## config.mk

```make
export PLATFORM = sky130hd
export DESIGN_NAME = uart_tx_queue_flat
export DESIGN_NICKNAME = d
export VERILOG_FILES = /design/src/rtl/uart_tx_queue_if.sv /design/src/rtl/uart_tx_queue.sv /design/src/flat_wrapper.sv
export SDC_FILE = /design/constraint.sdc
export NUM_CORES = 1
export LEC_CHECK = 0
export BUFFER_PORTS_ARGS = -buffer_cell sky130_fd_sc_hd__buf_4
export CAP_MARGIN = 20
export CORE_ASPECT_RATIO = 1.1
export CORE_MARGIN = 2
export CORE_UTILIZATION = 44
export CTS_BUF_LIST = sky130_fd_sc_hd__clkbuf_8 sky130_fd_sc_hd__clkbuf_16
export CTS_CLUSTER_DIAMETER = 40
export DETAILED_ROUTE_END_ITERATION = 7
export PLACE_DENSITY = 0.64
export SYNTH_ARGS = -nofsm -noshare
export SYNTH_HDL_FRONTEND = slang
export SYNTH_SLANG_ARGS = --single-unit
```

## constraint.sdc

```tcl
create_clock -name clk -period 4 [get_ports clk]
set_clock_uncertainty 0.2 [all_clocks]
set_input_delay 0.6 -clock clk [delete_from_list [all_inputs] [get_ports clk]]
set_output_delay 0.6 -clock clk [all_outputs]
set_load 0.1 [all_outputs]
```

## src/rtl/uart_tx_queue_if.sv

```systemverilog
// Producer/transmitter side bundle for uart_tx_queue: two write ports,
// the uart_tx handshake, and queue status.
interface uart_tx_queue_if #(
    parameter int DEPTH = 16
) ();
    localparam int LW = $clog2(DEPTH) + 1;

    logic          wr_a_en;
    logic [7:0]    wr_a_data;
    logic          wr_b_en;
    logic [7:0]    wr_b_data;
    logic [7:0]    tx_data;
    logic          tx_en;
    logic          tx_done;
    logic          clr_ovf;
    logic [LW-1:0] level;
    logic          empty;
    logic          full;
    logic          overflow;
    logic          timeout;

    modport master (
        output wr_a_en, wr_a_data, wr_b_en, wr_b_data, tx_done, clr_ovf,
        input  tx_data, tx_en, level, empty, full, overflow, timeout
    );

    modport slave (
        input  wr_a_en, wr_a_data, wr_b_en, wr_b_data, tx_done, clr_ovf,
        output tx_data, tx_en, level, empty, full, overflow, timeout
    );
endinterface

```

## src/rtl/uart_tx_queue.sv

```systemverilog
// Dual-write circular byte FIFO feeding uart_tx one byte at a time: enable
// pulse, then wait for the tx_done rising edge or give up after TIMEOUT cycles.
module uart_tx_queue #(
    parameter int DEPTH   = 16,
    parameter int TIMEOUT = 4096
) (
    input  logic             clk,
    input  logic             reset,
    uart_tx_queue_if.slave   bus
);
    localparam int AW = $clog2(DEPTH);
    localparam int LW = AW + 1;
    localparam int CW = $clog2(TIMEOUT);

    typedef enum logic [1:0] {IDLE, SEND, WAIT} state_t;

    state_t        state, state_nx;
    logic [7:0]    mem [DEPTH];
    logic [AW-1:0] wptr, rptr;
    logic [LW-1:0] level, free;
    logic [CW-1:0] cnt;
    logic [7:0]    tx_data;
    logic          tx_en, done_q, overflow, timeout;
    logic          a_ok, b_ok, drop, pop, done_rise, cnt_max, tmo_hit;

    // Space is judged on the level at the start of the cycle; a same-cycle
    // pop does not make room for this cycle's writes.
    always_comb begin
        free      = LW'(DEPTH) - level;
        a_ok      = bus.wr_a_en && (free != '0);
        b_ok      = bus.wr_b_en && (bus.wr_a_en ? (free >= LW'(2)) : (free != '0));
        drop      = (bus.wr_a_en && !a_ok) || (bus.wr_b_en && !b_ok);
        pop       = (state == IDLE) && (level != '0);
        done_rise = bus.tx_done && !done_q;
        cnt_max   = (cnt == CW'(TIMEOUT - 1));
        tmo_hit   = (state == WAIT) && !done_rise && cnt_max;
    end

    always_comb begin
        state_nx = state;
        case (state)
            IDLE:    if (pop) state_nx = SEND;
            SEND:    state_nx = WAIT;
            WAIT:    if (done_rise || cnt_max) state_nx = IDLE;
            default: state_nx = IDLE;
        endcase
    end

    // Storage is not reset; only entries between rptr and wptr are ever read.
    always_ff @(posedge clk) begin
        if (a_ok) mem[wptr] <= bus.wr_a_data;
        if (b_ok) mem[wptr + AW'(a_ok)] <= bus.wr_b_data;
    end

    always_ff @(posedge clk or negedge reset) begin
        if (!reset) begin
            state    <= IDLE;
            wptr     <= '0;
            rptr     <= '0;
            level    <= '0;
            cnt      <= '0;
            tx_data  <= '0;
            tx_en    <= 1'b0;
            done_q   <= 1'b0;
            overflow <= 1'b0;
            timeout  <= 1'b0;
        end else begin
            state  <= state_nx;
            done_q <= bus.tx_done;
            tx_en  <= (state_nx == SEND);
            wptr   <= wptr + AW'(a_ok) + AW'(b_ok);
            level  <= level + LW'(a_ok) + LW'(b_ok) - LW'(pop);
            if (pop) begin
                tx_data <= mem[rptr];
                rptr    <= rptr + AW'(1);
            end
            if (state == SEND)
                cnt <= '0;
            else if (state == WAIT && !done_rise && !cnt_max)
                cnt <= cnt + CW'(1);
            // A new event in the same cycle as the clear leaves the flag set.
            overflow <= (overflow && !bus.clr_ovf) || drop;
            timeout  <= (timeout && !bus.clr_ovf) || tmo_hit;
        end
    end

    assign bus.tx_data  = tx_data;
    assign bus.tx_en    = tx_en;
    assign bus.level    = level;
    assign bus.empty    = (level == '0);
    assign bus.full     = (level == LW'(DEPTH));
    assign bus.overflow = overflow;
    assign bus.timeout  = timeout;
endmodule
```

## src/flat_wrapper.sv

```systemverilog
// flat-port wrapper written by rule: the top's interface ports become plain ports
module uart_tx_queue_flat 
#(
    parameter int DEPTH   = 16,
    parameter int TIMEOUT = 4096
)
  (clk, reset, bus_wr_a_en, bus_wr_a_data, bus_wr_b_en, bus_wr_b_data, bus_tx_done, bus_clr_ovf, bus_tx_data, bus_tx_en, bus_level, bus_empty, bus_full, bus_overflow, bus_timeout);
  uart_tx_queue_if #(.DEPTH(DEPTH)) bus_i ();
  input  logic clk;
  input  logic reset;
  input wire logic [$bits(bus_i.wr_a_en)-1:0] bus_wr_a_en;
  input wire logic [$bits(bus_i.wr_a_data)-1:0] bus_wr_a_data;
  input wire logic [$bits(bus_i.wr_b_en)-1:0] bus_wr_b_en;
  input wire logic [$bits(bus_i.wr_b_data)-1:0] bus_wr_b_data;
  input wire logic [$bits(bus_i.tx_done)-1:0] bus_tx_done;
  input wire logic [$bits(bus_i.clr_ovf)-1:0] bus_clr_ovf;
  output wire logic [$bits(bus_i.tx_data)-1:0] bus_tx_data;
  output wire logic [$bits(bus_i.tx_en)-1:0] bus_tx_en;
  output wire logic [$bits(bus_i.level)-1:0] bus_level;
  output wire logic [$bits(bus_i.empty)-1:0] bus_empty;
  output wire logic [$bits(bus_i.full)-1:0] bus_full;
  output wire logic [$bits(bus_i.overflow)-1:0] bus_overflow;
  output wire logic [$bits(bus_i.timeout)-1:0] bus_timeout;
  assign bus_i.wr_a_en = bus_wr_a_en;
  assign bus_i.wr_a_data = bus_wr_a_data;
  assign bus_i.wr_b_en = bus_wr_b_en;
  assign bus_i.wr_b_data = bus_wr_b_data;
  assign bus_i.tx_done = bus_tx_done;
  assign bus_i.clr_ovf = bus_clr_ovf;
  assign bus_tx_data = bus_i.tx_data;
  assign bus_tx_en = bus_i.tx_en;
  assign bus_level = bus_i.level;
  assign bus_empty = bus_i.empty;
  assign bus_full = bus_i.full;
  assign bus_overflow = bus_i.overflow;
  assign bus_timeout = bus_i.timeout;
  uart_tx_queue #(.DEPTH(DEPTH), .TIMEOUT(TIMEOUT)) u_core (.clk(clk), .reset(reset), .bus(bus_i));
endmodule
```

After elaboration in Yosys (flattened, before gate mapping):

Memories as Yosys holds them, arrays and structs flattened. A register that Yosys moved wholly into a read port is not among the register bits.
Index checks and enable logic that the tools add are counted.

* register bits after elaboration: 31
* input port bits: 22
* output and inout bits: 18
* logic and storage cells: 61
* memories kept: 1
* bits in writable memories: 128

Memories
* u_core.mem: words 16, width 8, read ports 1, clocked after Yosys merged registers in 1, write ports 2, line uart_tx_queue.sv:18 `logic [7:0] mem [DEPTH];`

* eq/ne operators: 5
* $add $sub $neg: 8
* order comparisons: 1
* reduce and logical (&&, ||, !) cells: 27
* muxes and demuxes: 10

Operators by type and width (number)
* 12-bit 2-to-1 mux: 2
* 12-bit by 1-bit adder with 12-bit output, second input constant: 1
* 12-bit == test, second input constant: 1
* 1-bit logical AND: 11
* 5-bit by 1-bit adder with 5-bit output: 2
* 5-bit nonzero test: 2
* 4-bit by 1-bit adder with 4-bit output: 2
* 1-bit zero test: 7
* 2-bit one-hot mux with 3 select lines: 1
* 5-bit == test, second input constant: 1
* 5-bit by 2-bit >= comparator with 1-bit output, second input constant: 1
* 5-bit zero test: 1
* 1-bit 2-to-1 mux: 5
* 5-bit by 1-bit subtractor with 5-bit output: 1
* 5-bit subtractor, first input constant: 1
* 4-bit by 1-bit adder with 4-bit output, second input constant: 1
* 2-bit by 1-bit == test with 1-bit output, second input constant: 2
* 1-bit logical OR: 4
* 2-bit 2-to-1 mux: 2
* 2-bit == test, second input constant: 1
* 2-bit zero test: 1
* 2-bit nonzero test: 1

Logic depth before layout (Yosys ltp):

* word-level depth: 8
* gate-level depth with buffers: 16
* gate-level depth less buffers: 16

Worst setup path after synthesis:

OpenSTA, ideal clock, no wires.

* path kind: register to register
* from: register u_core.level[1], in the netlist u_core.bus.level[1]
* to: memory u_core.mem[5][0], enable pin
* arrival time: 4.086 ns
* clock period less this slack: 4.660 ns
* cell stages (with the launch flop): 16
* library setup time: 0.375 ns
* buffers on the path: 1
* data required time: 3.425 ns
* setup slack: -0.660 ns
* cell sequence: dfrtp_1 > inv_1 > ha_1 > nor2b_1 > xnor2_1 > nand3b_1 > nand2_1 > inv_1 > ha_1 > ha_1 > clkbuf_1 > inv_1 > nor3_1 > a31oi_1 > nor3_4 > o21bai_1

RTL lines
* from (decl): line uart_tx_queue.sv:20 `logic [LW-1:0] level, free;`
* from (signal assigned): line uart_tx_queue.sv:72 `level <= level + LW'(a_ok) + LW'(b_ok) - LW'(pop);`
* to (decl): line uart_tx_queue.sv:18

==> results.tsv <==
stage	metric	value	unit
status	status	finished, final reports clean	
power_and_ir_drop	switching pwr	3.27	mW
synth	Synth Cell Area	9000	µm²
detailed_routing	DR WL met3	1090	µm
floorplan	Rows	54	
global_routing	number of antenna violations at the first check in global routing	0	
worst_setup_path	slowest cell delay on critical path	0.51	ns
floorplan	core area	19900	µm²
detailed_routing	Antenna Nets Post-Route	0	
min_path	HP Class	in2reg	
sta	Least-Margin Pin Slew	0.961	ns
detailed_routing	DR iter-0 viols	468	
worst_setup_path	critical path's slowest cell	dfrtp_4	
clock_tree	clk root buf	clkbuf_16	
power_and_ir_drop	Max VDD drop	259	µV
sta	final worst setup slack	0.238	ns
detailed_routing	Max Used Layer	met4	
final_layout	ratio of cells with drive above 1 in the final layout	45.2	%
sta	min cycle time layout	3.76	ns
floorplan	I/O pins	40	
power_and_ir_drop	Pwr Total	7.90	mW
clock_tree	H-tree Lvls	4	
worst_setup_path	Top Family by Delay on Critical Path	simple AND/OR/NAND/NOR gates	
power_and_ir_drop	Gate power share	44.1	%
floorplan	Die Ht	154	µm
clock_tree	CTS tree	yes	
clock_tree	Clock Tree Buf Depth	2	
synth	Distinct cells, synth	48	
synth	syn_nets	641	
worst_setup_path	Critical Path Sink Type	flop	
power_and_ir_drop	Pwr Density	760	nW/µm²
job	max cap viols	0	
synth	Synth area leader	edfxtp_1	
sta	final hold violations	0	
synth	number of flops mapped to enable cells by yosys	128	
power_and_ir_drop	Switching Share	41.3	%
floorplan	Chip Width	140	µm
worst_setup_path	Worst Path Arrival	3.74	ns
final_layout	most frequent cells in the layout	edfxtp_1 (128), mux2_2 (94), buf_4 (64)	
sta	final setup vio count	0	
power_and_ir_drop	Leak	3.76	nW
synth	Synth Instances	601	
clock_tree	clk slew on worst S/H paths	0.07	ns
final_layout	synth-to-layout area growth	15.5	%
detailed_routing	met1 WL	9270	µm
detailed_routing	WL/cell	23.4	µm
power_and_ir_drop	internal power	4.64	mW
worst_setup_path	CP Max Fanout	8	
global_routing	GRT overflow	0	
global_routing	first-pass GRT wire length	32800	µm
sta	Tcrit/Tclk final	94.1	%
synth	FFs w/ async S/R, synth	23.4	%
global_routing	vias in the first global route	5510	
place	PortBufs	39	
synth	Synth Flop Type	edfxtp_1	
sta	Rel. slew slack	35.8	%
final_layout	most common cell after layout, fill and taps aside	edfxtp_1	
power_and_ir_drop	Sequential Power Share	35.1	%
detailed_routing	TritonRoute pass-1 iters	4	
place	detailed placer's ending HPWL	14600	µm
place	DP Worst Slack	-0.00998	ns
global_routing	GRT Overall Usage	20.3	%
power_and_ir_drop	Clock power frac	20.8	%
synth	top post-synthesis cells by area	edfxtp_1 (43%), mux2_2 (12%), dfrtp_1 (11%), mux4_2 (8.0%), mux2_4 (5.8%)	
worst_setup_path	CP Launch Type	flop	
synth	Synth Register Bits	167	
synth	Avg Cell Area, Syn	15.0	µm²
worst_setup_path	crit-path cells	inv_1 > ha_1 > and2_1 > ha_1 > nand3b_1 > nand2_1 > inv_1 > ha_2 > nand2_1 > xor2_2 > a31oi_2 > nor3_4 > buf_4 > mux2_2	
worst_setup_path	type of the worst setup path	reg2reg	
worst_setup_path	Worst Path Buf+Inv	3	
detailed_routing	Met2 Routed Length	10500	µm
detailed_routing	WL final	21300	µm
clock_tree	clk sink count	167	
final_layout	nets@finish	686	
place	Final GP Congestion	0.810	
clock_tree	Clock Latency Late Sink	0.43	ns
synth	Synth Warn #	0	
synth	Synth top area share	42.7	%
sta	Slew Viols, Final	0	
floorplan	starting density of the core	45.2	%
detailed_routing	DRC Markers	0	
sta	fmax	266	MHz
final_layout	diode count	0	
clock_tree	Num CTS Buffers	17	
detailed_routing	detail-routed via count per cell	5.85	
floorplan	die footprint	21600	µm²
global_routing	largest net degree at the start of global routing	40	
synth	register area share after synthesis	53.5	%
worst_setup_path	Worst Path Required	3.98	ns
detailed_routing	via count	5333	
==> cells by family (layout without fill, tap and decap cells) <==
family / after synthesis / count (layout) / share of synthesized area, %
compound gates: 57 / 57 / 4.57
fa+ha+maj: 18 / 18 / 2.67
mux: 169 / 169 / 26.5
buf+inv: 60 / 118 / 2.77
simple gates: 114 / 114 / 8.41
flops: 167 / 167 / 53.5
xor+xnor: 16 / 16 / 1.56
==> worst register-to-register path, cell delays in order, from the launching register on <==
cell      delay [ns]
dfrtp_4         0.51
inv_1           0.11
ha_1            0.22
and2_1          0.17
ha_1            0.25
nand3b_1        0.11
nand2_1         0.08
inv_1           0.07
ha_2            0.22
nand2_1         0.15
xor2_2          0.29
a31oi_2         0.28
nor3_4          0.28
buf_4           0.22
mux2_2          0.36
==> per-layer routing <==
layer  GRT usage [%]  vias up
met1            27.1     2727
met3            4.30       30
met5               0        -
met2            33.3      176
li1                -     2400
met4            6.73        0
==> cells in the mapped netlist, drive strengths merged (3+ instances only) <==
cell and count:
mux2 129, edfxtp 128, dfrtp 39, mux4 32, clkbuf 31, nor2 24
nand2 22, inv 20, nor3 20, ha 16, o21bai 16, o21ai 13
xnor2 13, nand3 12, buf 9, mux2i 8, a221oi 7, a31oi 6
nand2b 6, nor4 6, nand3b 5, nor2b 5, a21oi 3, and3 3
nand4 3, o211ai 3, o31ai 3, xor2 3
==> through the flow <==
stage	util [%]	hold slack (ns)	TNS (ns)	std cells	cell area (µm²)
floorplan	-	0.104	-0.259	601	9110
global placement	48.8	0.274	0	878	9730
detailed placement	48.8	0.278	-0.0765	878	9730
CTS	51.8	0.0747	0	911	10300
global route	52.1	0.0763	-0.310	911	10400
finish	52.1	0.0913	0	911	10400
==> power by group through the flow <==
stage	registers, mW	logic (mW)	clock network (mW)
2_1_floorplan	3.10	2.25	0
3_3_place_gp	2.79	3.38	0
3_5_place_dp	2.80	3.44	0
4_1_cts	2.77	3.46	1.66
5_1_grt	2.84	3.73	1.72
6_report	2.78	3.48	1.64
==> layout make-up <==
class | instances | area, µm²
Sequential cell | 167 | 4840
Clock inverter | 15 | 155
Clock buffer | 17 | 425
Fill cell | 1607 | 9540
Timing Repair Buffer | 66 | 502
Inverter | 20 | 75.1
Tap cell | 252 | 315
Multi-Input combinational cell | 374 | 4090
==> registers in the layout (all words and copies together) (netlist names) <==
| name | cells |
|---|---|
| u_core.bus.timeout | 1 |
| u_core.wptr | 4 |
| u_core.cnt | 12 |
| u_core.bus.level | 5 |
| u_core.mem | 128 |
| u_core.bus.tx_en | 1 |
| u_core.done_q | 1 |
| u_core.bus.overflow | 1 |
| u_core.rptr | 4 |
| u_core.bus.tx_data | 8 |
| u_core.state | 2 |
==> worst paths after layout <==
| path | from | endpoint | slack (ns) | cells after the start |
|---|---|---|---|---|
| worst min register to register | u_core.bus.tx_data[0]$_DFFE_PN0N_ | u_core.bus.tx_data[0]$_DFFE_PN0N_ | 0.28 | 2 |
| max in group asynchronous | reset | u_core.bus.level[0]$_DFF_PN0_ | 2.70 | 2 |
| worst max register to register | u_core.bus.level[1]$_DFF_PN0_ | u_core.mem[3][3]$_DFFE_PP_ | 0.24 | 14 |
| worst min-delay path | bus_tx_done | u_core.done_q$_DFF_PN0_ | 0.09 | 1 |
| min in group asynchronous | reset | u_core.cnt[2]$_DFFE_PN0P_ | 0.49 | 2 |
| worst max-delay path | u_core.bus.level[1]$_DFF_PN0_ | u_core.mem[3][3]$_DFFE_PP_ | 0.24 | 14 |
==> repair_timing <==
item / 4_1_cts / 5_1_grt
setup endpoints to repair: 19 / 246
endpoints found under the hold margin: 39 / 0
resized for setup: 1 / 11
buffers inserted: 0 / 0
hold buffers: 1 / 0
Power figures use the tool's default switching activity.
